[config.mk]
export PLATFORM = sky130hd
export DESIGN_NAME = square_channel_ctrl
export DESIGN_NICKNAME = d
export VERILOG_FILES = /design/src/rtl/square_channel_ctrl.sv
export SDC_FILE = /design/constraint.sdc
export NUM_CORES = 1
export LEC_CHECK = 0
export CORE_AREA = 2 2 90 92
export CTS_CLUSTER_SIZE = 24
export DETAILED_ROUTE_END_ITERATION = 10
export DIE_AREA = 0 0 92 94
export PLACE_DENSITY = 0.59
export SKIP_LAST_GASP = 1
export SLEW_MARGIN = 20
export SYNTH_ARGS = -nofsm -noshare
export SYNTH_HDL_FRONTEND = slang
export SYNTH_SLANG_ARGS = --single-unit
[constraint.sdc]
create_clock -name I_CLK -period 2.4 [get_ports I_CLK]
set_input_delay 0.36 -clock I_CLK [delete_from_list [all_inputs] [get_ports I_CLK]]
set_output_delay 0.36 -clock I_CLK [all_outputs]
set_load 0.02 [all_outputs]
[src/rtl/square_channel_ctrl.sv]
// Square channel sequencer: frame sequencer, length, envelope, optional sweep (SQUARE_SWEEP_EN).
// All outputs registered, 1-cycle latency from sampled inputs; no backpressure.
module square_channel_ctrl #(
    parameter int CLKS_PER_STEP = 8192
) (
    input  logic        I_CLK,
    input  logic        I_RESET,
    input  logic        I_TRIGGER,
    input  logic        I_LENGTH_LOAD,
    input  logic [5:0]  I_LENGTH,
    input  logic        I_LENGTH_EN,
    input  logic [7:0]  I_ENV,
    input  logic [6:0]  I_SWEEP,
    input  logic        I_FREQ_WR,
    input  logic [10:0] I_FREQUENCY,
    input  logic [1:0]  I_DUTY,
    output logic [10:0] O_FREQUENCY,
    output logic [1:0]  O_DUTY_CYCLE,
    output logic        O_WAVEFORM_EN,
    output logic [3:0]  O_VOLUME
);

    logic [15:0] r_div;
    logic [2:0]  r_step;
    logic [6:0]  r_length_ctr;
    logic [2:0]  r_env_timer;
    logic [10:0] r_freq;
    logic [1:0]  r_duty;
    logic        r_en;
    logic [3:0]  r_vol;

    logic        w_step_tick;
    logic        w_len_step;
    logic        w_sweep_step;
    logic        w_env_step;
    logic        w_dac_on;
    logic [6:0]  w_len_loaded;
    logic        w_len_expire;
    logic        w_trig_ovf;
    logic        w_sweep_ovf;
    logic        w_sweep_wb;
    logic [11:0] w_sweep_new;

    assign w_step_tick  = (r_div == 16'(CLKS_PER_STEP - 1));
    assign w_len_step   = w_step_tick & ~r_step[0];
    assign w_sweep_step = w_step_tick & (r_step[1:0] == 2'd2);
    assign w_env_step   = w_step_tick & (r_step == 3'd7);
    assign w_dac_on     = |I_ENV[7:3];
    assign w_len_loaded = 7'd64 - {1'b0, I_LENGTH};
    // Load and trigger both pre-empt the step decrement, so only a plain step can expire the counter.
    assign w_len_expire = w_len_step & I_LENGTH_EN & (r_length_ctr == 7'd1)
                        & ~I_LENGTH_LOAD & ~I_TRIGGER;

`ifdef SQUARE_SWEEP_EN
    logic [10:0] r_shadow;
    logic [3:0]  r_sweep_timer;
    logic        r_sweep_on;
    logic [11:0] w_trig_new;
    logic [11:0] w_sweep_new2;
    logic        w_sweep_fire;
    logic        w_sweep_act;
    logic        w_shift_nz;
    logic [3:0]  w_sweep_reload;
    logic [10:0] w_unused_new2;

    function automatic logic [11:0] sweep_calc(input logic [10:0] f, input logic [2:0] sh,
                                               input logic neg);
        logic [11:0] d;
        d = {1'b0, f} >> sh;
        return neg ? ({1'b0, f} - d) : ({1'b0, f} + d);
    endfunction

    assign w_shift_nz     = (I_SWEEP[2:0] != 3'd0);
    assign w_sweep_reload = (I_SWEEP[6:4] == 3'd0) ? 4'd8 : {1'b0, I_SWEEP[6:4]};
    assign w_trig_new     = sweep_calc(r_freq, I_SWEEP[2:0], I_SWEEP[3]);
    assign w_trig_ovf     = w_shift_nz & w_trig_new[11];
    assign w_sweep_new    = sweep_calc(r_shadow, I_SWEEP[2:0], I_SWEEP[3]);
    assign w_sweep_new2   = sweep_calc(w_sweep_new[10:0], I_SWEEP[2:0], I_SWEEP[3]);
    assign w_unused_new2  = w_sweep_new2[10:0];
    assign w_sweep_fire   = w_sweep_step & (r_sweep_timer <= 4'd1) & ~I_TRIGGER;
    assign w_sweep_act    = w_sweep_fire & r_sweep_on & (I_SWEEP[6:4] != 3'd0);
    assign w_sweep_ovf    = w_sweep_act & (w_sweep_new[11] | (w_shift_nz & w_sweep_new2[11]));
    assign w_sweep_wb     = w_sweep_act & ~w_sweep_new[11] & w_shift_nz;

    always_ff @(posedge I_CLK) begin
        if (I_RESET) begin
            r_shadow      <= '0;
            r_sweep_timer <= '0;
            r_sweep_on    <= 1'b0;
        end else if (I_TRIGGER) begin
            r_shadow      <= r_freq;
            r_sweep_timer <= w_sweep_reload;
            r_sweep_on    <= (I_SWEEP[6:4] != 3'd0) | w_shift_nz;
        end else if (w_sweep_step) begin
            if (r_sweep_timer <= 4'd1) begin
                r_sweep_timer <= w_sweep_reload;
                if (w_sweep_wb)
                    r_shadow <= w_sweep_new[10:0];
            end else begin
                r_sweep_timer <= r_sweep_timer - 4'd1;
            end
        end
    end
`else
    logic w_unused_sweep;
    assign w_unused_sweep = ^{I_SWEEP, w_sweep_step};
    assign w_trig_ovf     = 1'b0;
    assign w_sweep_ovf    = 1'b0;
    assign w_sweep_wb     = 1'b0;
    assign w_sweep_new    = '0;
`endif

    always_ff @(posedge I_CLK) begin
        if (I_RESET) begin
            r_div        <= '0;
            r_step       <= '0;
            r_length_ctr <= '0;
            r_env_timer  <= '0;
            r_freq       <= '0;
            r_duty       <= '0;
            r_en         <= 1'b0;
            r_vol        <= '0;
        end else begin
            r_duty <= I_DUTY;

            if (w_step_tick) begin
                r_div  <= '0;
                r_step <= r_step + 3'd1;
            end else begin
                r_div <= r_div + 16'd1;
            end

            if (w_sweep_wb)
                r_freq <= w_sweep_new[10:0];
            else if (I_FREQ_WR)
                r_freq <= I_FREQUENCY;

            if (I_LENGTH_LOAD)
                r_length_ctr <= w_len_loaded;
            else if (I_TRIGGER) begin
                if (r_length_ctr == 7'd0)
                    r_length_ctr <= 7'd64;
            end else if (w_len_step && I_LENGTH_EN && r_length_ctr != 7'd0)
                r_length_ctr <= r_length_ctr - 7'd1;

            if (I_TRIGGER)
                r_en <= w_dac_on & ~w_trig_ovf;
            else if (w_len_expire || w_sweep_ovf)
                r_en <= 1'b0;

            if (I_TRIGGER) begin
                r_vol       <= I_ENV[7:4];
                r_env_timer <= I_ENV[2:0];
            end else if (w_env_step && I_ENV[2:0] != 3'd0) begin
                // A timer already at 0 (period changed mid-note) is treated as expired.
                if (r_env_timer <= 3'd1) begin
                    r_env_timer <= I_ENV[2:0];
                    if (I_ENV[3] && r_vol != 4'd15)
                        r_vol <= r_vol + 4'd1;
                    else if (!I_ENV[3] && r_vol != 4'd0)
                        r_vol <= r_vol - 4'd1;
                end else begin
                    r_env_timer <= r_env_timer - 3'd1;
                end
            end
        end
    end

    assign O_FREQUENCY   = r_freq;
    assign O_DUTY_CYCLE  = r_duty;
    assign O_WAVEFORM_EN = r_en;
    assign O_VOLUME      = r_vol;

endmodule

# Word level (Yosys, flattened, before mapping)
# Cells that the tools add are included.
# classes
addsub,7
magnitude_cmp,1
eq_ne,5
muxes,14
n_bitwise,9
n_reduce_logical,19
# ops
operator,count
$mux 7,4
$mux 4,5
$add 16x1->16 const B,1
$eq 16x13->1 const B,1
$mux 3,3
$reduce_bool 3->1,3
$eq 7x1->1 const B,1
$logic_not 7->1,1
$reduce_bool 7->1,1
$sub 7x1->7 const B,1
$sub 7x6->7 const A,1
$and 1x1->1,6
$reduce_bool 2->1,3
$logic_and 1x1->1,5
$reduce_or 5->1,1
$add 4x1->4 const B,1
$ne 4x4->1 const B,1
$reduce_bool 4->1,1
$sub 4x1->4 const B,1
$add 3x1->3 const B,1
$eq 3x3->1 const B,1
$le 3x1->1 const B,1
$ne 3x1->1 const B,1
$not 1->1,3
other kinds (6),7
# word_totals
reg_bits,47
in_bits,40
out_inout_bits,18

# Depth between registers and ports, before layout
# Gate-level depths: netlist of the first run.
# logic_depth
word_depth,8
mapped_depth,8
mapped_depth_nobuf,8

# Worst setup path before layout of the first run
# No wires, ideal clock.
# synth_path
kind,register -> register
start,register r_vol[0] (netlist: O_VOLUME[0])
end,register r_vol[3] (netlist: O_VOLUME[3])
setup_time_ns,0.087
t_arrival_ns,2.007
required_time_ns,2.313
slack_ns,0.306
path_stages_with_launch,9
n_path_buf,0
synth_period_minus_slack_ns,2.094
path_cell_list,dfxtp_1 > nand3_1 > o21ai_0 > ha_1 > a21o_1 > a21oi_1 > xor2_1 > mux2i_1 > o31ai_1
# synth_via
elab_chain_len,6
# synth_lines
element,line,text
"start, declared",30,logic [3:0] r_vol;
"start signal, assigned",152,r_vol <= I_ENV[7:4];
"start signal, assigned",159,r_vol <= r_vol + 4'd1;
"start signal, assigned",161,r_vol <= r_vol - 4'd1;
$sub 4x1->4 / $ne 4x4->1 (equally long branches),"161, 158",
$mux 4 / $logic_and 1x1->1 (equally long branches),"160, 158",
$mux 4,158,if (I_ENV[3] && r_vol != 4'd15)
$mux 4,156,if (r_env_timer <= 3'd1) begin
$mux 4,154,end else if (w_env_step && I_ENV[2:0] != 3'd0) begin
$mux 4,151,if (I_TRIGGER) begin
# Several ways; a longest one is shown, not always the timed one. The select of a mux whose other input is x is not followed.
# A chain may end at the register's enable or synchronous reset.

# Final worst setup path of the first run
# layout_path
start,register r_vol[2] (netlist: O_VOLUME[2])
end,register r_vol[3] (netlist: O_VOLUME[3])
# The elaborated chain is that of the path after synthesis.

==> results of run 1 <==
-- cells by family after synthesis --
group | after synthesis | synth area share
xor+xnor | 24 | 0.0843
compound gates | 48 | 0.143
buf+inv | 28 | 0.0506
mux | 17 | 0.0687
flops | 47 | 0.377
fa+ha+maj | 11 | 0.0582
simple gates | 105 | 0.218
-- cell type report --
cell class / instances / area, um2
Multi-Input combinational cell: 205 / 1430
Inverter: 15 / 56.3
Timing Repair Buffer: 60 / 576
Clock inverter: 3 / 46.3
Clock buffer: 5 / 68.8
Tap cell: 102 / 128
Sequential cell: 47 / 941
Fill cell: 766 / 4360
-- metrics by stage --
step,setup WS (ps),hold WS (ps),instances,cell area [um2]
floorplan,306,412,280,2490
global placement,204,420,429,3130
detailed placement,162,428,429,3130
CTS,291,442,437,3240
global route,46.5,468,437,3240
finish,306,440,437,3240
-- power breakdown --
part | internal, mW | switching (mW)
clock network | 0.314 | 0.276
logic | 0.205 | 0.192
registers | 0.820 | 0.0347
-- metal layers --
metal,global-route usage,wire [um],part of all wire
met5,0,0,0
met4,0.0435,55,0.010
met3,0.0321,255,0.047
met2,0.221,2480,0.46
met1,0.159,2610,0.48
-- sequential cells by signal, summed over array words and instances (netlist names) --
signal         cells
r_div             16
O_DUTY_CYCLE       2
O_FREQUENCY       11
O_VOLUME           4
O_WAVEFORM_EN      1
r_length_ctr       7
r_step             3
r_env_timer        3
-- cell usage after synthesis (2+ instances only) --
master    number
a211oi_1       6
nor3_1         9
a221oi_1       3
nand4_1        6
mux2i_1       16
nand3_1       11
buf_1          2
dfxtp_1       47
and3_1         3
inv_1         15
a311oi_1       2
o31ai_1        2
a21oi_1       12
o21ai_0        4
clkbuf_1       6
ha_1          10
nor2_1        36
nor2b_1        8
xor2_1        16
nor3b_1        2
and4_4         2
and2_2         2
buf_6          2
a31oi_1        3
nand2_1       18
xnor2_1        8
-- how the worst min path moves through the flow --
| stage | endpoint | slack, ps | cells past startpoint |
|---|---|---|---|
| 2_1_floorplan | r_div[0] | 410 | 1 |
| 5_1_grt | r_div[0] | 470 | 1 |
| 4_1_cts | r_div[0] | 440 | 1 |
| 3_3_place_gp | r_div[0] | 420 | 1 |
| 6_report | r_div[0] | 440 | 1 |
| 3_5_place_dp | r_div[0] | 430 | 1 |
-- layout by cell type, fill, tap and decap left out, drive strengths merged, types with 2 or more instances in the layout --
cell,instances
and4,2
a211oi,6
nand3,11
nand2,18
a221oi,3
xnor2,8
a31oi,4
a21oi,12
nor4,2
o21ai,5
o31ai,2
nand4,6
dfxtp,47
and2,2
nor2,36
clkbuf,5
a311oi,2
clkdlybuf4s50,50
nor2b,8
nor3,9
ha,10
and3,4
mux2i,16
nor3b,2
inv,16
a31o,3
buf,10
xor2,16
==> run summary, run 1 <==
WL final = 5400 um
final setup violation count = 0
crit path max fanout = 5
clk buf depth = 2
Hold Path Class = reg -> reg
ANT cells = 0
Row Count = 32
reg2reg end = O_VOLUME[3]
DIE HEIGHT = 94 um
Top FF cell, synth = dfxtp_1
first-pass GRT wire length = 9070 um
CTS sink cnt = 47
crit path max-delay cell type = dfxtp_1
Initial Utilization = 0.328
gpl congestion = 0.791
post-synth top area share = 0.377
CP top delay family = compound AO/OA/AOI/OAI gates
setup repair bufs after CTS = 0
total power draw = 1.84 mW
Core Region = 7610 um2
post-synthesis sequential area ratio = 0.377
Crit path depth = 8
max frequency = 0.478 GHz
crit path cell chain = nand3_1 -> o21ai_0 -> ha_1 -> a21o_1 -> a21oi_1 -> xor2_1 -> mux2i_1 -> o31ai_1
Pins Over Slew Limit = 0
Slew HR = 0.574
Post-CTS Resized = 0
post-synth top area cell = dfxtp_1
CTS buffer count = 5
final hold violation count = 0
initial antenna violation count = 0
Antenna Nets Post-Route = 0
Setup TNS = 0 ps
H-tree depth = 2
Final period util = 0.872
FF-to-FF path depth = 8
buffers added on ports = 50
Hold-fix buffers, CTS = 0
crit path launch type = flip-flop
Ys Warns = 0
Slew @ Worst Pin = 637 ps
synthesized cell area = 2490 um2
1st-iter DRT viols = 56
top cells by area, synth = dfxtp_1 (38%), mux2i_1 (6.4%), xor2_1 (5.6%)
P_leak = 1.27 nW
post-layout util = 0.426
gr usage total = 0.129
fin crit period = 2090 ps
Yosys cell types = 55
synthesized flop and latch total = 47
vias in the first global route = 2070
final net count = 385
Mapped Cells = 280
CP max stage delay = 410 ps
Pwr Density = 568 nW/um2
total number of vias = 2135
share of layout cells above drive strength 1 = 0.0985
total grt overflow = 0
outcome = finished clean
Max IR drop VDD = 0.000207 V
Avg Inst Size Synth = 8.91 um2
RSZ-0062 raised after global routing = no
P&R area growth vs syn = 30.0%
DRC errors left = 0
Post-synth ARST share = 0
CTS tree = done
Detail Placement HPWL = 4070 um
Worst Skew = 12.0 ps
crit path to = O_VOLUME[3]
DIE WIDTH = 92 um
clock slew at reported path FFs = 90 ps
I/O pin cnt = 58
pin count of the biggest net entering global routing = 18
R2R Path Start = O_VOLUME[2]
Pre-antenna DRT Iters = 4
Setup crit start = O_VOLUME[2]
CP required = 2620 ps
Buf/Inv on CP = 0
Setup crit end kind = flip-flop
total of max-cap violations = 0
critical hold path startpoint = r_div[0]
syn_nets = 331
CTS root buf = clkbuf_8
die area = 8650 um2
drt via density = 4.89
number of synthesized flops with an enable pin = 0
crit path kind = reg -> reg
critical path arrival = 2310 ps
Skew-Pair Late Insertion Delay = 300 ps
Reg2Reg Setup Slack = 310 ps
DR WL/cell = 12.4 um
Note: power is estimated with default switching activity, not from simulation.
==> run 2, diff against run 1 <==
--- a/config.mk
+++ b/config.mk
@@ -5,11 +5,11 @@
 export SDC_FILE = /design/constraint.sdc
 export NUM_CORES = 1
 export LEC_CHECK = 0
-export CORE_AREA = 2 2 90 92
+export CORE_AREA = 2 2 82 84
 export CTS_CLUSTER_SIZE = 24
 export DETAILED_ROUTE_END_ITERATION = 10
-export DIE_AREA = 0 0 92 94
-export PLACE_DENSITY = 0.59
+export DIE_AREA = 0 0 84 86
+export PLACE_DENSITY = 0.69
 export SKIP_LAST_GASP = 1
 export SLEW_MARGIN = 20
 export SYNTH_ARGS = -nofsm -noshare
==> run summary, run 2 (synthesis gave the netlist of run 1 again) <==
CTS tree = done
gpl congestion = 0.806 (+1.8%)
critical path arrival = 2250 ps (-60 ps)
switching pwr = 0.519 mW (+3.3%)
crit path launch type = flip-flop
most frequent cells in the layout = clkdlybuf4s50_1 (50), dfxtp_1 (47), nor2_1 (36)
P_leak = 1.27 nW (+0.31%)
gr usage total = 0.155 (+0.0261)
Pint = 1.34 mW (about the same)
Pwr Density = 579 nW/um2 (+1.9%)
drt via density = 5.23 (+7.1%)
Final period util = 0.842 (-0.0302)
Row Count = 29 (-9.4%)
clk buf depth = 2 (unchanged)
Skew-Pair Late Insertion Delay = 310 ps (about the same)
DR WL/cell = 12.8 um (+3.3%)
Slew @ Worst Pin = 626 ps (-10.9 ps)
CTS buffer count = 5 (unchanged)
WL final = 5260 um (-2.6%)
CTS sink cnt = 47 (unchanged)
Gate power share = 0.211 (-0.004)
total grt overflow = 0 (unchanged)
first-pass GRT wire length = 9260 um (+2.1%)
ANT cells = 0 (unchanged)
post-layout util = 0.512 (+0.0855)
Slew HR = 0.581 (+0.00731)
final net count = 385 (unchanged)
Largest Register = r_div
share of layout cells above drive strength 1 = 0.0985 (unchanged)
CP required = 2630 ps (about the same)
initial antenna violation count = 0 (unchanged)
Hold Path Class = reg -> reg
Reg2Reg Setup Slack = 380 ps (+70 ps)
Pre-antenna DRT Iters = 4 (unchanged)
max reg flops = 16 (unchanged)
clock power share = 0.328 (+0.007)
Hold-fix buffers, CTS = 0 (unchanged)
Max IR drop VDD = 0.000404 V (+95%)
Antenna Nets Post-Route = 0 (unchanged)
setup repair bufs after CTS = 0 (unchanged)
Core Region = 6280 um2 (-17%)
DIE WIDTH = 84 um (-8.7%)
Initial Utilization = 0.397 (+0.0695)
Detail Placement HPWL = 3920 um (-3.8%)
DP Cell Count = 404 (-5.8%)
DIE HEIGHT = 86 um (-8.5%)
crit path kind = reg -> reg
max frequency = 0.495 GHz (+3.6%)
Setup TNS = 0 ps (unchanged)
crit path max fanout = 6 (+1)
fin crit period = 2020 ps (-72.5 ps)
RSZ-0062 raised after global routing = no
I/O pin cnt = 58 (unchanged)
outcome = finished clean
total of max-cap violations = 0 (unchanged)
final setup violation count = 0 (unchanged)
final hold violation count = 0 (unchanged)
DRC errors left = 0 (unchanged)
H-tree depth = 2 (unchanged)
CTS root buf = clkbuf_8
Pins Over Slew Limit = 0 (unchanged)
switching share of power = 0.279 (+0.00649)
vias in the first global route = 2028 (-2.0%)
total number of vias = 2156 (+0.98%)
clock slew at reported path FFs = 100 ps (about the same)
Setup crit end kind = flip-flop
1st-iter DRT viols = 82 (+46%)
Final Non-Filler Cells = 412 (-5.7%)
commonest non-fill, non-tap cell in the layout = clkdlybuf4s50_1
buffers added on ports = 50 (unchanged)
Flop pwr share = 0.461 (-0.003)
die area = 7220 um2 (-16%)
pin count of the biggest net entering global routing = 22 (+4)
Post-CTS Resized = 0 (unchanged)
Worst Skew = 7.27 ps (-4.70 ps)
P&R area growth vs syn = 28.8%
-- run 2: power by group through the flow --
stage	clock network [mW]	registers, mW	logic (mW)
2_1_floorplan	0	0.896	0.217
3_3_place_gp	0	0.874	0.384
3_5_place_dp	0	0.875	0.391
4_1_cts	0.629	0.857	0.393
5_1_grt	0.663	0.865	0.433
6_report	0.610	0.857	0.392
-- run 2: critical path, stage by stage, from the launching register on --
cell	delay, ps
dfxtp_1	470
nand3_1	160
o21ai_1	270
ha_1	290
a21o_1	180
a21oi_1	170
xor2_1	150
mux2i_1	80
o31ai_1	180
-- run 2: area by class of cell --
type / instances / area (um2)
Clock inverter: 3 / 47.5
Clock buffer: 5 / 68.8
Timing Repair Buffer: 60 / 576
Multi-Input combinational cell: 205 / 1430
Sequential cell: 47 / 941
Inverter: 15 / 56.3
Tap cell: 77 / 96.3
Fill cell: 582 / 3060
-- run 2: per-stage QoR --
stage	hold WS [ps]	instance area, um2	power (mW)	worst slack, ps
after detailed placement	433	3100	1.27	171
after global routing	481	3210	1.96	129
after global placement	421	3100	1.26	202
after floorplan	412	2490	1.11	306
after CTS	447	3210	1.88	239
final	443	3210	1.86	379
-- run 2: worst paths after layout --
check	start	to	cells after the start
worst min-delay path	r_div[0]	r_div[0]	1
worst min register to register	r_div[0]	r_div[0]	1
worst max-delay path	O_VOLUME[1]	O_VOLUME[3]	8
worst max register to register	O_VOLUME[1]	O_VOLUME[3]	8
-- run 2: per-layer routing --
| metal | vias to the layer above | global-route usage | part of all wire |
|---|---|---|---|
| li1 | 1093 | - | - |
| met1 | 1008 | 0.203 | 0.48 |
| met2 | 49 | 0.258 | 0.46 |
| met5 | - | 0 | 0 |
| met3 | 6 | 0.0375 | 0.049 |
| met4 | 0 | 0.0396 | 0.010 |
==> edit (config.mk and constraints of run 1) <==
Register the output `O_FREQUENCY` once more, with the module's reset; this adds one clock of latency there. The other outputs are not delayed to match.
--- a/src/rtl/square_channel_ctrl.sv
+++ b/src/rtl/square_channel_ctrl.sv
@@ -167,5 +167,11 @@
     end
 
-    assign O_FREQUENCY   = r_freq;
+    always_ff @(posedge I_CLK) begin
+        if (I_RESET) begin
+            O_FREQUENCY <= '0;
+        end else begin
+            O_FREQUENCY <= r_freq;
+        end
+    end
     assign O_DUTY_CYCLE  = r_duty;
     assign O_WAVEFORM_EN = r_en;
Check against the original RTL: not equivalent (Yosys sat finds a counterexample within 4 cycles, from zero or initial values and one cycle with I_RESET high).
==> edit against run 1 <==
Non-clock buffer count fell by 1; sequential share of layout area rose by 3.0 points; setup slack got worse by 0.046 ns; sequential cell count rose by 11; synthesized cell count rose by 10%; synthesized area rose by 11%; first-iteration DRC count rose by 27%; wire length rose by 7.4%; final area rose by 12%; via count rose by 9.2%; total power rose by 24%; critical endpoint is now r_length_ctr[1]; largest cell class unchanged.
==> edit: results (changes against run 1) <==
[global_routing]
grt_pass1_wl_um = 9690  ; was 9070 µm
grt_max_degree = 28  ; was 18
grt_pass1_vias = 2173  ; was 2070
use_met2 = 0.229  ; was 0.221
grtUsageTotal = 0.140  ; was 0.129
use_met1 = 0.177  ; was 0.159
use_met3 = 0.0289  ; was 0.0321

[sta]
tightest_slew_ns = 0.528  ; was 0.637 ns
whs_ns = 0.459  ; was 0.440 ns

[layout]
drive_gt1_frac = 0.0863  ; was 0.0985

[clocking]
h-tree-depth = 3  ; was 2
clk_pin_slew_ns = 0.07  ; was 0.09 ns

[outcome]
outcome = finished clean  ; unchanged

[pwr]
power.switching_w = 0.000618  ; was 0.000503 W
p_seq_frac = 0.455  ; was 0.464
p_clk_w = 0.000906  ; was 0.000590 W
ir_drop_uv = 286  ; was 207 µV
p_sw_frac = 0.270  ; was 0.273
leakagePower_nw = 1.39  ; was 1.27 nW

[logic_synthesis]
seq_area_frac_synth = 0.417  ; was 0.377
syn-num-nets = 359  ; was 331
synthTopCellsByCount = dfxtp_1 (58), nor2_1 (36), nand2_1 (18), nand3_1 (15), nor2b_1 (15)  ; was dfxtp_1 (47), nor2_1 (36), nand2_1 (18), mux2i_1 (16), xor2_1 (16)
ys_top_cells_by_area = dfxtp_1 (42%), nor2_1 (4.9%), mux2i_1 (4.7%)  ; was dfxtp_1 (38%), mux2i_1 (6.4%), xor2_1 (5.6%)

[route]
wire_per_inst_um = 12.3  ; was 12.4 µm
vias = 2332  ; was 2135

[worst_setup_path]
startpoint = r_length_ctr[0]  ; was O_VOLUME[2]
crit_end = r_length_ctr[1]  ; was O_VOLUME[3]
r2r_cells = 7  ; was 8
critPathArrivalTime_ns = 2.34  ; was 2.31 ns

[place]
hpwl_um = 4260  ; was 4070 µm
gp_congestion = 0.813  ; was 0.791

[worst_hold_path]
hold_end = r_step[1]  ; was r_div[0]

[edit: per-layer routing]
layer,part of all wire,routed length [µm]
met5,0,0
met1,0.49,2830
met2,0.47,2730
met4,0.015,87
met3,0.026,153
[edit: metrics by stage]
| stage | area (µm²) | utilization | worst slack, ns | instances |
|---|---|---|---|---|
| 5_1_grt | 3630 | 0.477 | 0.0353 | 473 |
| 6_report | 3630 | 0.477 | 0.260 | 473 |
| 3_3_place_gp | 3420 | 0.450 | -0.00123 | 457 |
| 4_1_cts | 3630 | 0.477 | 0.178 | 473 |
| 3_5_place_dp | 3420 | 0.450 | -0.0199 | 457 |
| 2_1_floorplan | 2780 | - | 0.156 | 308 |
[edit: cells by family (layout without fill, tap and decap cells)]
kind of cell | after synthesis | after routing | synth area share
AO/OA/AOI/OAI | 59 | 59 | 0.146
XOR/XNOR | 23 | 23 | 0.0724
adder cells (fa/ha/maj) | 11 | 11 | 0.0522
buffers and inverters | 24 | 87 | 0.0351
flip-flops | 58 | 58 | 0.417
multiplexers | 13 | 13 | 0.0468
AND/OR/NAND/NOR | 120 | 120 | 0.230
[edit: timing repair]
| action | in CTS | in global routing |
|---|---|---|
| resized for setup | 0 | 1 |
| endpoints found under the hold margin | 0 | 0 |
| endpoints found under the setup margin | 0 | 1 |
| buffers inserted | 0 | 0 |
[edit: worst max-delay path, stage by stage (launching register included)]
cell      delay (ns)
dfxtp_1         0.36
inv_1           0.11
ha_1            0.23
or3b_2          0.51
nor3_1          0.22
a31oi_1         0.20
a221oi_1        0.29
a311oi_1        0.08
[edit: final cells by class]
cell class / count / area [µm²]
fillers: 745 / 3980
multi-input cells: 226 / 1520
flip-flops and latches: 58 / 1160
repair buffers: 59 / 568
well taps: 102 / 128
clock buffers: 9 / 124
clock inverters: 7 / 78.8
inverters: 12 / 45.0
